`src/rtl/sr_ff_bank_if.sv`:
```
// sr_ff_bank_if: SR bank request/state bus; master drives S/R/mode/clears, slave returns Q/Qn/err/err_cnt
interface sr_ff_bank_if #(
  parameter int CH = 4,
  parameter int CNT_W = 8
);
  logic [CH-1:0] S;
  logic [CH-1:0] R;
  logic [1:0] mode;
  logic [CH-1:0] clr_err;
  logic clr_cnt;
  logic [CH-1:0] Q;
  logic [CH-1:0] Qn;
  logic [CH-1:0] err;
  logic [CNT_W-1:0] err_cnt;
  modport master (output S, R, mode, clr_err, clr_cnt, input Q, Qn, err, err_cnt);
  modport slave (input S, R, mode, clr_err, clr_cnt, output Q, Qn, err, err_cnt);
endinterface

```
`src/rtl/sr_ff_bank.sv`:
```
// sr_ff_bank: CH filtered clocked SR flops, mode-resolved S=R=1, sticky err, saturating err_cnt; irq output when SR_BANK_IRQ_EN is defined
module sr_ff_bank #(
  parameter int CH = 4,
  parameter int FILT = 2,
  parameter int CNT_W = 8
) (
  input logic clk,
  input logic rst,
`ifdef SR_BANK_IRQ_EN
  output logic irq,
`endif
  sr_ff_bank_if.slave bus
);
  localparam int FW = FILT > 0 ? $clog2(FILT + 1) : 1;
  localparam logic [FW-1:0] FMAX = FW'(FILT);
  logic [CH-1:0] ps_q, pr_q, q_q, q_d, qn_q, err_q, err_d, app, ev;
  logic [FW-1:0] fc_q [CH];
  logic [FW-1:0] fc_d [CH];
  logic [CNT_W-1:0] cnt_q, cnt_d;
  always_comb begin
    for (int i = 0; i < CH; i++) begin
      fc_d[i] = (bus.S[i] != ps_q[i] || bus.R[i] != pr_q[i]) ? '0 :
                (fc_q[i] == FMAX) ? fc_q[i] : fc_q[i] + 1'b1;
      app[i] = fc_d[i] == FMAX;
      ev[i] = app[i] & bus.S[i] & bus.R[i];
      q_d[i] = !app[i] ? q_q[i] :
               (bus.S[i] & !bus.R[i]) ? 1'b1 :
               (!bus.S[i] & bus.R[i]) ? 1'b0 :
               (!bus.S[i] & !bus.R[i]) ? q_q[i] :
               (bus.mode == 2'd1) ? 1'b1 :
               (bus.mode == 2'd2) ? 1'b0 :
               (bus.mode == 2'd3) ? ~q_q[i] : q_q[i];
    end
    err_d = (err_q & ~bus.clr_err) | ev;
    cnt_d = bus.clr_cnt ? CNT_W'(|ev) : (|ev && cnt_q != '1) ? cnt_q + 1'b1 : cnt_q;
  end
  always_ff @(posedge clk) begin
    for (int i = 0; i < CH; i++) fc_q[i] <= rst ? '0 : fc_d[i];
    ps_q <= rst ? '0 : bus.S;
    pr_q <= rst ? '0 : bus.R;
    q_q <= rst ? '0 : q_d;
    qn_q <= rst ? '1 : ~q_d;
    err_q <= rst ? '0 : err_d;
    cnt_q <= rst ? '0 : cnt_d;
  end
`ifdef SR_BANK_IRQ_EN
  logic irq_q;
  always_ff @(posedge clk) irq_q <= rst ? 1'b0 : |err_d;
  assign irq = irq_q;
`endif
  assign bus.Q = q_q;
  assign bus.Qn = qn_q;
  assign bus.err = err_q;
  assign bus.err_cnt = cnt_q;
endmodule
```
`src/flat_wrapper.sv`:
```
// flat-port wrapper written by rule: the top's interface ports become plain ports
module sr_ff_bank_flat 
#(
  parameter int CH = 4,
  parameter int FILT = 2,
  parameter int CNT_W = 8
)
  (clk, rst, bus_S, bus_R, bus_mode, bus_clr_err, bus_clr_cnt, bus_Q, bus_Qn, bus_err, bus_err_cnt);
  sr_ff_bank_if #(.CH(CH), .CNT_W(CNT_W)) bus_i ();
  input logic clk;
  input logic rst;
  input wire logic [$bits(bus_i.S)-1:0] bus_S;
  input wire logic [$bits(bus_i.R)-1:0] bus_R;
  input wire logic [$bits(bus_i.mode)-1:0] bus_mode;
  input wire logic [$bits(bus_i.clr_err)-1:0] bus_clr_err;
  input wire logic [$bits(bus_i.clr_cnt)-1:0] bus_clr_cnt;
  output wire logic [$bits(bus_i.Q)-1:0] bus_Q;
  output wire logic [$bits(bus_i.Qn)-1:0] bus_Qn;
  output wire logic [$bits(bus_i.err)-1:0] bus_err;
  output wire logic [$bits(bus_i.err_cnt)-1:0] bus_err_cnt;
  assign bus_i.S = bus_S;
  assign bus_i.R = bus_R;
  assign bus_i.mode = bus_mode;
  assign bus_i.clr_err = bus_clr_err;
  assign bus_i.clr_cnt = bus_clr_cnt;
  assign bus_Q = bus_i.Q;
  assign bus_Qn = bus_i.Qn;
  assign bus_err = bus_i.err;
  assign bus_err_cnt = bus_i.err_cnt;
  sr_ff_bank #(.CH(CH), .FILT(FILT), .CNT_W(CNT_W)) u_core (.clk(clk), .rst(rst), .bus(bus_i));
endmodule
```
`config.mk`:
```
export PLATFORM = sky130hd
export DESIGN_NAME = sr_ff_bank_flat
export DESIGN_NICKNAME = d
export VERILOG_FILES = /design/src/rtl/sr_ff_bank_if.sv /design/src/rtl/sr_ff_bank.sv /design/src/flat_wrapper.sv
export SDC_FILE = /design/constraint.sdc
export NUM_CORES = 1
export LEC_CHECK = 0
export BUFFER_PORTS_ARGS = -buffer_cell sky130_fd_sc_hd__buf_2
export CORE_MARGIN = 2
export CORE_UTILIZATION = 45
export DETAILED_ROUTE_END_ITERATION = 12
export GPL_ROUTABILITY_DRIVEN = 0
export PLACE_DENSITY_LB_ADDON = 0.1
export SKIP_CTS_REPAIR_TIMING = 1
export SLEW_MARGIN = 10
export SYNTH_ARGS = -nofsm -noshare
export SYNTH_HDL_FRONTEND = slang
export SYNTH_SLANG_ARGS = --single-unit
```
`constraint.sdc`:
```
create_clock -name clk -period 3.9 [get_ports clk]
set_input_delay 0.195 -clock clk [delete_from_list [all_inputs] [get_ports clk]]
set_output_delay 0.195 -clock clk [all_outputs]
set_load 0.01 [all_outputs]
```
==> results.md <==
* Setup TNS at 0 ns
* FF-to-FF Start: u_core.fc_q[0][0]
* Core ar. at roughly 3300 µm²
* FFs w/ async S/R, synth at 0%
* Max stage delay on crit path at ~0.50 ns
* DP Wirelength at approximately 2300 µm
* Clk sinks at 36
* Most frequent cells after synthesis: 36 x dfxtp_1, 19 x inv_1, 14 x nor2_1, 13 x nand2_1, 12 x a21oi_1
* Int Pwr at roughly 0.48 mW
* Seq/Total Area, Yosys at around 46%
* Drt drc at 0
* MaxCap Viol Count at 0
* Die H at 63.0 µm
* Status: complete, no violations
* Area occupied by registers at approximately 720 µm²
* Area leader, netlist: dfxtp_1
* Fin cells at ~260
* Initial DRC Count at 90
* Fin. max-slew vios at 0
* Drt wl/cell at about 12 µm
* Switching share of power at between 20% and 30%
* Critical path fanouts, max at 11
* Syn. warnings at 0
* R2R depth at 8
* DR vias/cell at 5.22
* CTS root buf: clkbuf_4
* Worst skew pair latency at 0.35 ns
* Reg power frac at between 50% and 60%
* All-Layer GR Usage at ~17%
* Net Sw Power at about 0.16 mW
* Post-synth top area share at a little under half
* Crit start category: flop
* Arrival @ worst endpoint at approximately 2.2 ns
* Final min period at between 1.5 and 2 ns
* Critical Path End: u_core.bus.err_cnt[5]
* Fin crit share at between 40 and 50%
* Leakage power at a little under 0.8 nW
* Mapped Cells at between 150 and 200
* Total CTS buffers at 5
* Post-DRT Antenna Nets at 0
* RSZ-0062 raised after global routing: false
* Die Wd at roughly 63 µm
* WS Path Type: reg2reg
* Routed WL at roughly 3200 µm
* Crit. Startpoint: u_core.fc_q[0][0]
* CTS Buffer Depth at 2
* Pre-antenna DRT Iters at 4
* Number of enable flip-flop cells after synthesis at 0
* Slew @ Worst Pin at 0.497 ns
* Synthesized cell area at 1570 µm²
* Top routing layer used: met4
* Worst path depth at 8
* Fraction of layout cells with a size suffix above 1 at between 20% and 30%
* Final setup vio count at 0
* Power Density at approximately 350 nW/µm²
* H-tree depth at 2
* CP delay by family, top: simple AND/OR/NAND/NOR gates
* # IOs at 37
* Syn nets at 199
* Area of the multi-input gates at roughly 740 µm²
* Yosys cell types at 34
* Clock power share at roughly 33%
* WP data required at 4.19 ns
* Row count at 21
* Vias in the first global route at 1,209
* Logic pwr share at roughly 8.4%
* Met3 Wirelength at 146 µm
* Slowest stage cell, crit path: or4b_1
* Synth top area cells: dfxtp_1 46%, inv_1 4.6%, xor2_1 4.5%, ha_1 4.0%, a21oi_1 3.8%
* Synth Register Bits at 36
* Slew HR at between 60 and 70%
* Vias at roughly 1,400
* Avg Cell Area, Syn at approximately 8.8 µm²
* Ys flop type: dfxtp_1
* Initial antenna violation count at 0
* Dpl cells at approximately 250
* Count leader, synth: dfxtp_1
* VDD IR-drop max at 0.219 mV
* Clock skew at around 0.010 ns
* Hold Crit Class: in2reg
* Fill cells at 321
* Hold Vio Cnt, Final at 0
* Worst reg-to-reg setup slack at a little under 2 ns
* Initial Util at between 40% and 50%
* Critical-path cell list: inv_1, ha_1, nand4_1, nor3b_2, nor4_1, buf_4, or4b_1, a21oi_1
* FMAX at 516 MHz
* Total grt overflow at 0
* CTS tree: built
* Clk pin slew, worst setup/hold paths at approximately 0.11 ns
* ANT cells at 0
* RR Endpoint: u_core.bus.err_cnt[5]
* Worst setup EP type: flop
* CP Buf/Inv Count at 2
* Area growth, synth to finish at 17.7%
* Metal2 WL at approximately 1500 µm
* First-pass GRT wire length at 5180 µm
* DRT met1 WL at about 1400 µm
* Largest net degree at the start of global routing at 28
* PortBufs at 36
* Nets at roughly 240
* Die ar. at between 3000 and 4000 µm²
==> per-layer routing <==
metal	up-vias	global-route usage, %
li1	694	-
met1	631	20.0
met2	34	27.8
met3	8	4.32
met4	0	9.44
met5	-	0
==> metrics by stage <==
step / hold slack, ns / area, µm² / setup slack [ns] / utilization, % / total power [mW]
finish: 0.115 / 1840 / 1.96 / 55.2 / 0.645
global route: 0.108 / 1840 / 1.78 / 55.2 / 0.679
CTS: 0.113 / 1840 / 1.94 / 55.2 / 0.650
detailed placement: 0.475 / 1780 / 1.96 / 53.4 / 0.442
global placement: 0.465 / 1780 / 2.00 / 53.4 / 0.440
floorplan: 0.323 / 1570 / 2.06 / - / 0.422
==> cells in the final DEF, fill, tap and decap left out, types with 2 or more instances in the layout <==
| master | count |
|---|---|
| a21oi_1 | 12 |
| nor3b_2 | 2 |
| nand2b_1 | 3 |
| nor2b_1 | 9 |
| nand4_1 | 4 |
| a41oi_1 | 2 |
| o41ai_1 | 3 |
| o21a_1 | 2 |
| nand3_1 | 5 |
| a31oi_1 | 3 |
| nor4b_1 | 6 |
| inv_1 | 19 |
| and3_1 | 4 |
| xor2_1 | 8 |
| buf_2 | 36 |
| nand2_1 | 13 |
| ha_1 | 5 |
| dfxtp_1 | 36 |
| clkbuf_4 | 5 |
| nor2_1 | 14 |
| or4_1 | 2 |
| clkinv_2 | 2 |
| o21ai_0 | 6 |
| nor4_1 | 2 |
==> layout make-up <==
class / count / share of cell area (%)
clock inverters: 2 / 0.543
inverters: 19 / 3.87
flip-flops and latches: 36 / 39.1
clock buffers: 6 / 2.79
multi-input cells: 116 / 40.4
well taps: 46 / 3.12
repair buffers: 37 / 10.2
==> state kept, by name (all words and copies together), names as in the netlist <==
register,count
u_core.bus.err,4
u_core.bus.Q,4
u_core.ps_q,4
u_core.bus.err_cnt,8
u_core.pr_q,4
u_core.bus.Qn,4
u_core.fc_q,8
==> kinds of logic (layout without fill, tap and decap cells) <==
kind of cell / Yosys count / after routing / synth area share (%)
simple gates: 69 / 69 / 25.0
flops: 36 / 36 / 46.0
compound gates: 34 / 34 / 14.0
buf+inv: 25 / 64 / 6.47
xor+xnor: 8 / 8 / 4.48
fa+ha+maj: 5 / 5 / 4.00
==> worst min-delay path by stage <==
stage	start	cells past startpoint	endpoint	slack, ns
floorplan	bus_R[0]	1	u_core.pr_q[0]	0.32
global placement	u_core.bus.err[1]	2	u_core.bus.err[1]	0.47
detailed placement	u_core.bus.err[1]	2	u_core.bus.err[1]	0.48
CTS	bus_S[1]	3	u_core.ps_q[1]	0.11
global route	bus_R[1]	2	u_core.pr_q[1]	0.11
finish	bus_R[1]	2	u_core.pr_q[1]	0.11
==> power groups by stage <==
stage	Clock [mW]	Sequential, mW	Combinational (mW)
finish	0.211	0.380	0.0541
global route	0.237	0.381	0.0610
floorplan	0	0.387	0.0340
global placement	0	0.388	0.0520
detailed placement	0	0.388	0.0539
CTS	0.216	0.380	0.0541
No activity file was read; power rests on OpenSTA's default activity.
